<file path="config.mk">
export PLATFORM = sky130hd
export DESIGN_NAME = dmem_arbiter_flat
export DESIGN_NICKNAME = d
export VERILOG_FILES = /design/src/rtl/dmem_arbiter_if.sv /design/src/rtl/dmem_arbiter.sv /design/src/flat_wrapper.sv
export SDC_FILE = /design/constraint.sdc
export NUM_CORES = 1
export LEC_CHECK = 0
export CAP_MARGIN = 5
export CORE_AREA = 2 2 256 258
export DETAILED_ROUTE_END_ITERATION = 12
export DIE_AREA = 0 0 258 260
export HOLD_SLACK_MARGIN = 0.06
export MAX_ROUTING_LAYER = met4
export SYNTH_ARGS = -nofsm -noshare
export SYNTH_HDL_FRONTEND = slang
export SYNTH_SLANG_ARGS = --single-unit
</file>
<file path="constraint.sdc">
create_clock -name clk -period 2 [get_ports clk]
set_input_delay 0.4 -clock clk [delete_from_list [all_inputs] [get_ports clk]]
set_output_delay 0.4 -clock clk [all_outputs]
set_load 0.1 [all_outputs]
</file>
<file path="src/rtl/dmem_arbiter_if.sv">
// dmem_arbiter_if: bundles the CPU (MEM stage), DMA/loader and datamem
// signals shared by the data-memory arbiter.
//   cpu_*  : MEM-stage request (req/wr/addr/wdata in, rdata/stall out)
//   dma_*  : DMA request (req/wr/addr/wdata in, gnt/rdata out)
//   dm_*   : datamem side (address/enables/write_data out, read_data in)
// slave  = arbiter view, master = environment view (pipeline + DMA + datamem).
interface dmem_arbiter_if;
  logic        cpu_req;
  logic        cpu_wr;
  logic [63:0] cpu_addr;
  logic [63:0] cpu_wdata;
  logic [63:0] cpu_rdata;
  logic        cpu_stall;

  logic        dma_req;
  logic        dma_wr;
  logic [63:0] dma_addr;
  logic [63:0] dma_wdata;
  logic        dma_gnt;
  logic [63:0] dma_rdata;

  logic [63:0] dm_address;
  logic        dm_write_enable;
  logic        dm_read_enable;
  logic [63:0] dm_write_data;
  logic [63:0] dm_read_data;

  modport slave (
    input  cpu_req, cpu_wr, cpu_addr, cpu_wdata,
    input  dma_req, dma_wr, dma_addr, dma_wdata,
    input  dm_read_data,
    output cpu_rdata, cpu_stall, dma_gnt, dma_rdata,
    output dm_address, dm_write_enable, dm_read_enable, dm_write_data
  );

  modport master (
    output cpu_req, cpu_wr, cpu_addr, cpu_wdata,
    output dma_req, dma_wr, dma_addr, dma_wdata,
    output dm_read_data,
    input  cpu_rdata, cpu_stall, dma_gnt, dma_rdata,
    input  dm_address, dm_write_enable, dm_read_enable, dm_write_data
  );
endinterface

</file>
<file path="src/rtl/dmem_arbiter.sv">
// dmem_arbiter: picks one owner of datamem per cycle between the MEM stage
// (CPU) and the DMA/loader port. CPU has priority; a blocked DMA request that
// has waited STARVE_LIMIT cycles wins once, then holds memory for up to
// MAX_BURST beats. Grant is combinational from registered state + current
// requests, so the owner sees read data in the granted cycle.
// Ports:
//   clk              rising-edge clock
//   reset            asynchronous active-low reset
//   bus              dmem_arbiter_if.slave (CPU, DMA and datamem signals)
//   stat_cpu_stalls  stalled-cycle count (0 unless DMEM_ARB_STATS_EN)
//   stat_dma_beats   DMA granted-beat count (0 unless DMEM_ARB_STATS_EN)
// Optional feature macro: DMEM_ARB_STATS_EN (saturating 32-bit statistics).
module dmem_arbiter #(
  parameter int MAX_BURST    = 4,
  parameter int STARVE_LIMIT = 8
) (
  input  logic                clk,
  input  logic                reset,
  dmem_arbiter_if.slave       bus,
  output logic [31:0]         stat_cpu_stalls,
  output logic [31:0]         stat_dma_beats
);

  localparam int BW = $clog2(MAX_BURST + 1);
  localparam int SW = $clog2(STARVE_LIMIT + 1);
  localparam logic [BW-1:0] BURST_MAX  = BW'(MAX_BURST);
  localparam logic [BW-1:0] BURST_ONE  = BW'(1);
  localparam logic [SW-1:0] STARVE_MAX = SW'(STARVE_LIMIT);
  localparam logic [SW-1:0] STARVE_ONE = SW'(1);

  typedef enum logic {CPU_PRI, DMA_BURST} mode_e;

  mode_e          mode_q,   mode_d;
  logic [BW-1:0]  burst_q,  burst_d;
  logic [SW-1:0]  starve_q, starve_d;
  logic           cpu_gnt,  dma_gnt;

  always_ff @(posedge clk or negedge reset) begin
    if (!reset) begin
      mode_q   <= CPU_PRI;
      burst_q  <= '0;
      starve_q <= '0;
    end else begin
      mode_q   <= mode_d;
      burst_q  <= burst_d;
      starve_q <= starve_d;
    end
  end

  always_comb begin
    mode_d   = mode_q;
    burst_d  = burst_q;
    starve_d = starve_q;
    cpu_gnt  = 1'b0;
    dma_gnt  = 1'b0;
    case (mode_q)
      CPU_PRI: begin
        if (bus.dma_req && (!bus.cpu_req || starve_q == STARVE_MAX)) begin
          dma_gnt = 1'b1;
          // A single-beat burst never needs the burst mode.
          mode_d  = (MAX_BURST > 1) ? DMA_BURST : CPU_PRI;
          burst_d = BURST_ONE;
        end else if (bus.cpu_req) begin
          cpu_gnt = 1'b1;
        end
      end
      DMA_BURST: begin
        if (bus.dma_req && burst_q < BURST_MAX) begin
          dma_gnt = 1'b1;
          burst_d = burst_q + BURST_ONE;
        end else if (bus.cpu_req) begin
          cpu_gnt = 1'b1;
          mode_d  = CPU_PRI;
          burst_d = '0;
        end else if (bus.dma_req) begin
          // Burst exhausted but nobody else wants memory: start a new one.
          dma_gnt = 1'b1;
          burst_d = BURST_ONE;
        end else begin
          mode_d  = CPU_PRI;
          burst_d = '0;
        end
      end
      default: begin
        mode_d  = CPU_PRI;
        burst_d = '0;
      end
    endcase

    if (dma_gnt || !bus.dma_req)   starve_d = '0;
    else if (starve_q != STARVE_MAX) starve_d = starve_q + STARVE_ONE;

    // Reset is asynchronous for the outputs too: no grant while held.
    if (!reset) begin
      cpu_gnt = 1'b0;
      dma_gnt = 1'b0;
    end
  end

  assign bus.dma_gnt         = dma_gnt;
  assign bus.cpu_stall       = bus.cpu_req & ~cpu_gnt;
  assign bus.cpu_rdata       = bus.dm_read_data;
  assign bus.dma_rdata       = bus.dm_read_data;
  assign bus.dm_write_enable = (cpu_gnt & bus.cpu_wr) | (dma_gnt & bus.dma_wr);
  assign bus.dm_read_enable  = (cpu_gnt & ~bus.cpu_wr) | (dma_gnt & ~bus.dma_wr);
  assign bus.dm_address      = cpu_gnt ? bus.cpu_addr  : (dma_gnt ? bus.dma_addr  : 64'd0);
  assign bus.dm_write_data   = cpu_gnt ? bus.cpu_wdata : (dma_gnt ? bus.dma_wdata : 64'd0);

`ifdef DMEM_ARB_STATS_EN
  logic [31:0] stall_cnt_q, beat_cnt_q;

  always_ff @(posedge clk or negedge reset) begin
    if (!reset) begin
      stall_cnt_q <= '0;
      beat_cnt_q  <= '0;
    end else begin
      if (bus.cpu_stall && stall_cnt_q != 32'hFFFF_FFFF) stall_cnt_q <= stall_cnt_q + 32'd1;
      if (dma_gnt && beat_cnt_q != 32'hFFFF_FFFF)       beat_cnt_q  <= beat_cnt_q + 32'd1;
    end
  end

  assign stat_cpu_stalls = stall_cnt_q;
  assign stat_dma_beats  = beat_cnt_q;
`else
  assign stat_cpu_stalls = 32'd0;
  assign stat_dma_beats  = 32'd0;
`endif

endmodule

</file>
<file path="src/flat_wrapper.sv">
// flat-port wrapper written by rule: the top's interface ports become plain ports
module dmem_arbiter_flat 
#(
  parameter int MAX_BURST    = 4,
  parameter int STARVE_LIMIT = 8
)
  (clk, reset, stat_cpu_stalls, stat_dma_beats, bus_cpu_req, bus_cpu_wr, bus_cpu_addr, bus_cpu_wdata, bus_dma_req, bus_dma_wr, bus_dma_addr, bus_dma_wdata, bus_dm_read_data, bus_cpu_rdata, bus_cpu_stall, bus_dma_gnt, bus_dma_rdata, bus_dm_address, bus_dm_write_enable, bus_dm_read_enable, bus_dm_write_data);
  dmem_arbiter_if bus_i ();
  input  logic clk;
  input  logic reset;
  output logic [31:0] stat_cpu_stalls;
  output logic [31:0] stat_dma_beats;
  input wire logic [$bits(bus_i.cpu_req)-1:0] bus_cpu_req;
  input wire logic [$bits(bus_i.cpu_wr)-1:0] bus_cpu_wr;
  input wire logic [$bits(bus_i.cpu_addr)-1:0] bus_cpu_addr;
  input wire logic [$bits(bus_i.cpu_wdata)-1:0] bus_cpu_wdata;
  input wire logic [$bits(bus_i.dma_req)-1:0] bus_dma_req;
  input wire logic [$bits(bus_i.dma_wr)-1:0] bus_dma_wr;
  input wire logic [$bits(bus_i.dma_addr)-1:0] bus_dma_addr;
  input wire logic [$bits(bus_i.dma_wdata)-1:0] bus_dma_wdata;
  input wire logic [$bits(bus_i.dm_read_data)-1:0] bus_dm_read_data;
  output wire logic [$bits(bus_i.cpu_rdata)-1:0] bus_cpu_rdata;
  output wire logic [$bits(bus_i.cpu_stall)-1:0] bus_cpu_stall;
  output wire logic [$bits(bus_i.dma_gnt)-1:0] bus_dma_gnt;
  output wire logic [$bits(bus_i.dma_rdata)-1:0] bus_dma_rdata;
  output wire logic [$bits(bus_i.dm_address)-1:0] bus_dm_address;
  output wire logic [$bits(bus_i.dm_write_enable)-1:0] bus_dm_write_enable;
  output wire logic [$bits(bus_i.dm_read_enable)-1:0] bus_dm_read_enable;
  output wire logic [$bits(bus_i.dm_write_data)-1:0] bus_dm_write_data;
  assign bus_i.cpu_req = bus_cpu_req;
  assign bus_i.cpu_wr = bus_cpu_wr;
  assign bus_i.cpu_addr = bus_cpu_addr;
  assign bus_i.cpu_wdata = bus_cpu_wdata;
  assign bus_i.dma_req = bus_dma_req;
  assign bus_i.dma_wr = bus_dma_wr;
  assign bus_i.dma_addr = bus_dma_addr;
  assign bus_i.dma_wdata = bus_dma_wdata;
  assign bus_i.dm_read_data = bus_dm_read_data;
  assign bus_cpu_rdata = bus_i.cpu_rdata;
  assign bus_cpu_stall = bus_i.cpu_stall;
  assign bus_dma_gnt = bus_i.dma_gnt;
  assign bus_dma_rdata = bus_i.dma_rdata;
  assign bus_dm_address = bus_i.dm_address;
  assign bus_dm_write_enable = bus_i.dm_write_enable;
  assign bus_dm_read_enable = bus_i.dm_read_enable;
  assign bus_dm_write_data = bus_i.dm_write_data;
  dmem_arbiter #(.MAX_BURST(MAX_BURST), .STARVE_LIMIT(STARVE_LIMIT)) u_core (.clk(clk), .reset(reset), .bus(bus_i), .stat_cpu_stalls(stat_cpu_stalls), .stat_dma_beats(stat_dma_beats));
endmodule
</file>
==> results_dict.tcl, run 1 <==
set metrics [dict create \
    run_status "finished with violations" \
    failed_checks "setup timing" \
    finalSetupViolCount 132 \
    drv_cap 0 \
    totalWireLength_mm 28.4 \
    r2r.worst_path.cells 8 \
    crit_path_required_time_ns 1.60 \
    max_freq_mhz 393 \
    postSynthRegisterBits 8 \
    combinational_group_share_of_total_power 0.890 \
    dieArea_mm2 0.0671 \
    worstPathArrival_ns 2.14 \
    fp.dieH_um 260 \
    cts_buffers 3 \
    drt-initial-drc-count 81 \
    grt_usage 0.0800 \
    timing_worst_setup_path_type "flip-flop to output port" \
    hold_viol_final 0 \
    power-per-cell-area_mw_per_mm2 453 \
    reg_to_reg_critical_path_endpoint "u_core.starve_q[0]" \
    worst_r2r_startpoint "u_core.starve_q[1]" \
    cts_num_sinks 8 \
    drc 0 \
    place_worst_setup_slack_ns -0.737 \
    timing.final.ws_setup_ns -0.542 \
    netlist_area_mm2 0.00350 \
    synth_area_per_inst_um2 8.39 \
    total_power_w 0.00476 \
    final.setup_skew_ns 0.000765 \
    grt_pass1_wl_mm 37.1 \
    tritoncts "yes" \
    share_of_the_synthesized_area_in_the_top_cell_type 0.414 \
    antenna_violating_nets_post_route 0 \
    total_switching_power_w 0.00268 \
    wl_per_instance_um 18.0 \
    boundaryPins 650 \
    intPower_w 0.00208 \
    num_vias 4567 \
    floorplan.initialDensity 0.0546 \
    dr.pass1.iters 4 \
    synth.yosys.warnings 0 \
    place.detailed.hpwl_mm 23.9 \
    design.core.area_mm2 0.0641 \
    grt.overflow.total 0 \
    worstHoldPathType "primary input to async pin" \
    root_buffer "clkbuf_16" \
    layout-area-overhead-vs-synth_pct 200 \
    drive_gt1_frac 0.491 \
    layout_worst_path_cycle_share 1.27 \
    post_drt_via_cell_ratio 2.90 \
    io_buffers 393 \
    crit_path_max_fanout 45 \
    period_needed_ns 2.54 \
    hold_slack_ns 0.172 \
    cells_taking_the_most_area_after_synthesis "buf_4 (41%), a32o_1 (37%), dfrtp_1 (5.7%)" \
    total_leakage_power_nw 3.96 \
    seq_area_frac_synth 0.0572 \
    clock_network_latency_to_the_later_pin_of_the_worst_skew_pair_ns 0.23 \
    critical_path.startpoint_type "flip-flop" \
    vdd.ir_drop.worst_mv 0.211 \
    timing.final.max_slew_violations 0 \
    timing.reg2reg.setup_slack_ns 0.54 \
    clock_power_share 0.071 \
    numPlacedInstances 1546 \
    num_rows 93 \
    seq_power_share 0.039 \
    antenna_violations_before_repair 10 \
    post_synth_inst_count 417 \
    layout.cells.non_filler 1577 \
    die_width_um 258 \
    clock_tree.buffer_depth 2 \
    first_global_vias 5046 \
    cts_max_level 1 \
    netlist.top_cell.by_area "buf_4" \
    yosys.cell_types.count 32 \
    timing.critical_path.to_type "output port" \
    p_sw_frac 0.564 \
    cts.reportedPaths.clkPinSlew_ns 0.04 \
    layout.nets 1046 \
    grt_setup_unrepaired "true" \
    maximum_number_of_pins_on_one_net_before_global_route_repair 55 \
    gp_congestion 0.770 \
]
==> placed cells by master (no fill, tap or decap), drive strengths merged, types with 2 or more instances in the layout <==
cell type and instances:
a21oi 2, a31oi 2, a32o 130, buf 205, clkbuf 5, clkdlybuf4s50 258, conb 64, dfrtp 8
diode 7, ha 3, inv 6, nand2 4, nand3 3, nand3b 2, nor2 5, o21ai 2
xor2 2
==> metrics by stage <==
stage,util,instance area (um2),TNS [ns]
finish,0.164,10500,-65.01
global route,0.164,10500,-73.82
CTS,0.162,10400,-69.29
detailed placement,0.155,9930,-87.41
global placement,0.155,9930,-88.49
floorplan,-,4870,-27.68
==> area by class of cell <==
type	count	area, um2
diodes	7	17.5
multi-input cells	230	2860
repair buffers	468	6250
flip-flops and latches	8	200
inverters	6	22.5
fillers	7043	53600
clock buffers	3	75.1
well taps	855	1070
==> sequential cells by signal (all words and copies together) (netlist names) <==
register,flops
u_core.mode_q,1
u_core.burst_q,3
u_core.starve_q,4
==> Yosys cell counts <==
library cell	number
o311a_1	1
nor2_1	5
a21boi_0	1
buf_6	11
conb_1	1
buf_2	13
ha_1	3
o21ai_0	2
a21o_1	1
nand3_1	3
xor2_1	2
inv_1	5
xnor2_1	1
buf_4	193
nand2_1	4
clkbuf_1	18
a221oi_1	1
clkbuf_2	1
a22o_1	1
nand3b_1	1
nand4_1	1
nand3b_4	1
a31oi_2	1
dfrtp_1	8
nor2b_1	1
mux2i_1	1
nand2b_1	1
a21oi_1	2
a31oi_1	1
inv_2	1
nand4bb_1	1
a32o_1	130
==> worst max path at each step <==
stage | from | endpoint | slack, ns | cells past startpoint
floorplan | reset | bus_cpu_stall | -0.28 | 4
global placement | bus_dma_req | bus_dm_read_enable | -0.74 | 7
detailed placement | bus_dma_req | bus_dm_write_data[38] | -0.74 | 7
CTS | u_core.starve_q[1] | bus_dm_address[5] | -0.57 | 11
global route | u_core.starve_q[0] | bus_dm_write_enable | -0.62 | 10
finish | u_core.starve_q[1] | bus_dm_write_data[57] | -0.54 | 7
==> worst max-delay path: stages, from the launching register on <==
cell      delay (ns)
dfrtp_1         0.37
inv_2           0.07
ha_4            0.15
nand3b_4        0.08
o311a_4         0.42
buf_16          0.23
a32o_4          0.36
buf_12          0.17
==> what timing repair did <==
action | CTS | global route
buffers inserted | 10 | 6
hold buffers | 0 | 0
endpoints found under the setup margin | 132 | 132
resized for setup | 30 | 11
pin swaps | 7 | 13
cloned | 5 | 3
==> cells by family after synthesis <==
kind of cell | count (synthesis) | synth area share
buffers and inverters | 242 | 0.495
AO/OA/AOI/OAI | 141 | 0.395
AND/OR/NAND/NOR | 18 | 0.0304
flip-flops | 8 | 0.0572
adder cells (fa/ha/maj) | 3 | 0.0107
XOR/XNOR | 3 | 0.00751
other | 1 | 0.00107
multiplexers | 1 | 0.00286
==> power by group through the flow <==
stage               Clock, W  Combinational (W)  Sequential (W)
global placement           0            0.00410        0.000186
CTS                 0.000340            0.00425        0.000185
finish              0.000337            0.00424        0.000185
detailed placement         0            0.00412        0.000187
floorplan                  0            0.00382        0.000186
global route        0.000345            0.00436        0.000186
==> metal layers <==
metal | track usage | part of all wire | wire (um) | vias to the layer above
li1 | - | - | - | 1979
met1 | 0.0868 | 0.39 | 11200 | 2123
met2 | 0.131 | 0.47 | 13300 | 392
met3 | 0.0327 | 0.10 | 2930 | 73
met4 | 0.0291 | 0.037 | 1050 | 0
met5 | - | 0 | 0 | -
Note: power is estimated with default switching activity, not from simulation.
==> run 2: changes to the inputs <==
SETUP_SLACK_MARGIN = 0.4   (was not set)
==> results_dict.tcl, run 2 (same netlist as run 1, synthesis figures left out) <==
set metrics [dict create \
    critPathLaunch "u_core.starve_q[1]" \
    grt.overflow.total 0 \
    hold_slack_ns 0.172 \
    grt_pass1_wl_mm 37.1 \
    grt_setup_unrepaired "true" \
    cts_buffers 3 \
    failed_checks "setup timing" \
    clock_network_latency_to_the_later_pin_of_the_worst_skew_pair_ns 0.23 \
    io_buffers 393 \
    timing.critical_path.to_type "output port" \
    drv_cap 0 \
    num_vias 4538 \
    totalWireLength_mm 28.4 \
    layout_worst_path_cycle_share 1.29 \
    dr.pass1.iters 4 \
    wl_per_instance_um 18.0 \
    largest_reg_flops 4 \
    final_common_cell "clkdlybuf4s50_1" \
    clock_tree.buffer_depth 2 \
    timing_worst_setup_path_type "flip-flop to output port" \
    period_needed_ns 2.57 \
    tns_ns -67.76 \
    cts_hold_buf 0 \
    worstHoldPathType "primary input to async pin" \
    die_width_um 258 \
    final.setup_skew_ns 0.000346 \
    fp.dieH_um 260 \
    crit_path_required_time_ns 1.60 \
    tritoncts "yes" \
    cts_num_sinks 8 \
    critical_path.startpoint_type "flip-flop" \
    max_flop_register "u_core.starve_q" \
    drc 0 \
    final.fill_count 7042 \
    root_buffer "clkbuf_16" \
    layout.nets 1047 \
    cts.reportedPaths.clkPinSlew_ns 0.04 \
    biggest_registers_after_layout "u_core.starve_q (4), u_core.burst_q (3), u_core.mode_q (1)" \
    power-per-cell-area_mw_per_mm2 452 \
    design.core.area_mm2 0.0641 \
    timing.final.ws_setup_ns -0.572 \
    dieArea_mm2 0.0671 \
    antenna_violating_nets_post_route 0 \
    max_freq_mhz 389 \
    total_leakage_power_nw 3.98 \
    hold_viol_final 0 \
    gp_congestion 0.770 \
    maximum_number_of_pins_on_one_net_before_global_route_repair 55 \
    num_rows 93 \
    antenna_violations_before_repair 10 \
    crit_path_max_fanout 45 \
    finalSetupViolCount 132 \
    mostFrequentLayoutCells "clkdlybuf4s50_1 (258), buf_12 (146), a32o_4 (84), conb_1 (64), a32o_2 (46)" \
    timing.final.max_slew_violations 0 \
    vdd.ir_drop.worst_mv 0.211 \
    layout-area-overhead-vs-synth_pct 201 \
    first_global_vias 5044 \
    worstPathArrival_ns 2.17 \
    post_drt_via_cell_ratio 2.88 \
    run_status "finished with violations" \
    grt_usage 0.0800 \
    boundaryPins 650 \
    worst_r2r_startpoint "u_core.starve_q[1]" \
    cts_max_level 1 \
    drt-initial-drc-count 69 \
    place.detailed.hpwl_mm 23.9 \
    drive_gt1_frac 0.492 \
    floorplan.initialDensity 0.0546 \
]
run 2: cell types whose count changed in the layout (fill, tap and decap cells not counted), sizes merged:
cell / before / now
buf: 205 / 206
run 2: what timing repair did:
item                       in CTS  in global routing
resized for setup              30                  6
setup endpoints to repair     132                132
pin swaps                       9                  9
gates cloned                    5                  3
buffers inserted               10                  4
run 2: final cells by class:
| cell class | instances | area (um2) | share of cell area |
|---|---|---|---|
| sequential | 8 | 200 | 0.0190 |
| clock buffer | 3 | 75.1 | 0.00713 |
| multi-input combinational | 230 | 2860 | 0.271 |
| inverter | 6 | 22.5 | 0.00214 |
| timing repair buffer | 469 | 6290 | 0.597 |
| antenna | 7 | 17.5 | 0.00166 |
| tap | 855 | 1070 | 0.102 |
run 2: path summary, 6_finish.rpt:
path,end,depth (start not counted),slack (ns)
min,u_core.starve_q[0],2,0.17
max,bus_dm_write_data[57],7,-0.57
min reg2reg,u_core.burst_q[0],1,0.54
max reg2reg,u_core.starve_q[0],8,0.54
max in group asynchronous,u_core.burst_q[1],2,1.53
min in group clk,u_core.burst_q[0],1,0.54
run 2: per-stage QoR:
stage                     cell area (um2)  utilization  std cells  power (W)  setup slack (ns)
final                               10500        0.164       1578    0.00476            -0.572
after global routing                10500        0.164       1578    0.00490            -0.618
after CTS                           10400        0.162       1564    0.00477            -0.566
after detailed placement             9930        0.155       1546    0.00431            -0.737
after global placement               9930        0.155       1546    0.00428            -0.739
after floorplan                      4870            -        480    0.00400            -0.279
run 2: layer usage:
metal  vias to the layer above  routed length [um]  track usage
li1                       1980                   -            -
met1                      2092               11100       0.0868
met2                       393               13300        0.131
met3                        73                2960       0.0327
met4                         0                1060       0.0291
met5                         -                   0            -
run 2: power by group:
group | internal [W] | switching (W)
Sequential | 0.000174 | 0.0000107
Clock | 0.000258 | 0.0000773
Combinational | 0.00165 | 0.00259
run 2: worst max-delay path, cell delays in order (launching register included):
cell and delay [ns]:
dfrtp_1 0.37, inv_2 0.07, ha_4 0.15, nand3b_4 0.08, o311a_4 0.44, buf_16 0.24
a32o_4 0.36, buf_12 0.17
==> run 3: changes to the inputs <==
CTS_CLUSTER_DIAMETER = 150   (was not set)
PLACE_DENSITY_LB_ADDON = 0.25   (was not set)
==> results_dict.tcl, run 3 (same netlist as run 1, synthesis figures left out) <==
set metrics [dict create \
    timing_worst_setup_path_type "flip-flop to output port" \
    wl_per_instance_um 14.1 \
    gp_congestion 0.717 \
    first_global_vias 4946 \
    cts.reportedPaths.clkPinSlew_ns 0.04 \
    drt-initial-drc-count 149 \
    io_buffers 393 \
    critical_path.startpoint_type "flip-flop" \
    grt_usage 0.0596 \
    floorplan.initialDensity 0.0546 \
    num_vias 4432 \
    clock_tree.buffer_depth 2 \
    vdd.ir_drop.worst_mv 0.224 \
    diodes_inserted 0 \
    layout-area-overhead-vs-synth_pct 198 \
    mostFrequentLayoutCells "clkdlybuf4s50_1 (258), buf_12 (150), a32o_4 (84), conb_1 (64), a32o_2 (46)" \
    power-per-cell-area_mw_per_mm2 451 \
    place_worst_setup_slack_ns -0.694 \
    totalWireLength_mm 22.1 \
    boundaryPins 650 \
    drive_gt1_frac 0.489 \
    layout.nets 1045 \
    drc 0 \
    failed_checks "setup timing" \
    grt_setup_unrepaired "true" \
    place.detailed.hpwl_mm 18.8 \
    largest_reg_flops 4 \
    worstHoldPathType "primary input to async pin" \
    fp.dieH_um 260 \
    worstPathArrival_ns 2.10 \
    hold_viol_final 0 \
    cts_buffers 3 \
    biggest_registers_after_layout "u_core.starve_q (4), u_core.burst_q (3), u_core.mode_q (1)" \
    crit_path_max_fanout 9 \
    period_needed_ns 2.50 \
    die_width_um 258 \
    timing.final.max_slew_violations 0 \
    max_flop_register "u_core.starve_q" \
    num_rows 93 \
    tritoncts "yes" \
    hold_slack_ns 0.154 \
    timing.final.ws_setup_ns -0.502 \
    tns_ns -60.63 \
    finalSetupViolCount 132 \
    cts_max_level 1 \
    final.setup_skew_ns 0.00367 \
    numPlacedInstances 1551 \
    antenna_violations_before_repair 0 \
    timing.critical_path.to_type "output port" \
    dieArea_mm2 0.0671 \
    grt_pass1_wl_mm 30.0 \
    cts_hold_buf 0 \
    clock_network_latency_to_the_later_pin_of_the_worst_skew_pair_ns 0.23 \
    dr.pass1.iters 4 \
    cts_num_sinks 8 \
    run_status "finished with violations" \
    maximum_number_of_pins_on_one_net_before_global_route_repair 45 \
    antenna_violating_nets_post_route 0 \
    post_drt_via_cell_ratio 2.82 \
    design.core.area_mm2 0.0641 \
    max_freq_mhz 400 \
    root_buffer "clkbuf_16" \
    layout_worst_path_cycle_share 1.25 \
    drv_cap 0 \
    crit_path_required_time_ns 1.60 \
    layout.cells.non_filler 1569 \
    total_leakage_power_nw 3.95 \
    final_common_cell "clkdlybuf4s50_1" \
    grt.overflow.total 0 \
]
run 3: changes by cell type in the layout (fill, tap and decap cells not counted), moves of 3 or more:
cell	before	now
diode_2	7	0
buf_8	6	1
buf_12	146	150
buf_16	7	3
buf_6	12	15
run 3: stage by stage:
| stage | utilization | area (um2) | power, W |
|---|---|---|---|
| final | 0.163 | 10400 | 0.00471 |
| after global routing | 0.163 | 10400 | 0.00484 |
| after CTS | 0.160 | 10300 | 0.00471 |
| after detailed placement | 0.157 | 10100 | 0.00432 |
| after global placement | 0.157 | 10100 | 0.00433 |
| after floorplan | - | 4870 | 0.00400 |
run 3: cell type report:
type,count,area [um2]
inverter,6,22.5
timing repair buffer,467,6210
tap,855,1070
clock buffer,3,75.1
fill,7057,53700
sequential,8,200
multi-input combinational,230,2860
run 3: layer usage:
metal / global-route usage / vias up / wire length [um]
li1: - / 1972 / -
met1: 0.0574 / 2055 / 7520
met2: 0.115 / 355 / 12000
met3: 0.0143 / 50 / 1920
met4: 0.0199 / 0 / 682
met5: - / - / 0
run 3: worst paths after layout:
kind                                         start               endpoint  slack (ns)  cells past startpoint
min in group clk                 u_core.burst_q[0]      u_core.burst_q[0]        0.54                      1
max in group asynchronous                    reset      u_core.burst_q[1]        1.60                      2
worst min register to register   u_core.burst_q[0]      u_core.burst_q[0]        0.54                      1
worst max-delay path            u_core.starve_q[1]  bus_dm_write_data[31]       -0.50                      8
worst max register to register  u_core.starve_q[1]     u_core.starve_q[1]        0.43                      9
worst min-delay path                         reset     u_core.starve_q[1]        0.15                      2
run 3: critical path: stages (launching register included):
cell and delay [ns]:
dfrtp_1 0.38, inv_2 0.07, ha_4 0.14, nand3b_4 0.09, o311a_4 0.35, buf_12 0.16
clkbuf_16 0.18, a32o_4 0.31, buf_12 0.16
run 3: repair_timing:
| action | in CTS | in global routing |
|---|---|---|
| gates cloned | 1 | 4 |
| resized for setup | 17 | 9 |
| endpoints found under the setup margin | 132 | 132 |
| pin swaps | 2 | 7 |
| endpoints found under the hold margin | 0 | 0 |
| setup buffers | 6 | 4 |
run 3: where the power goes:
| part | internal, W | switching [W] |
|---|---|---|
| Combinational | 0.00164 | 0.00254 |
| Clock | 0.000258 | 0.0000829 |
| Sequential | 0.000174 | 0.0000112 |
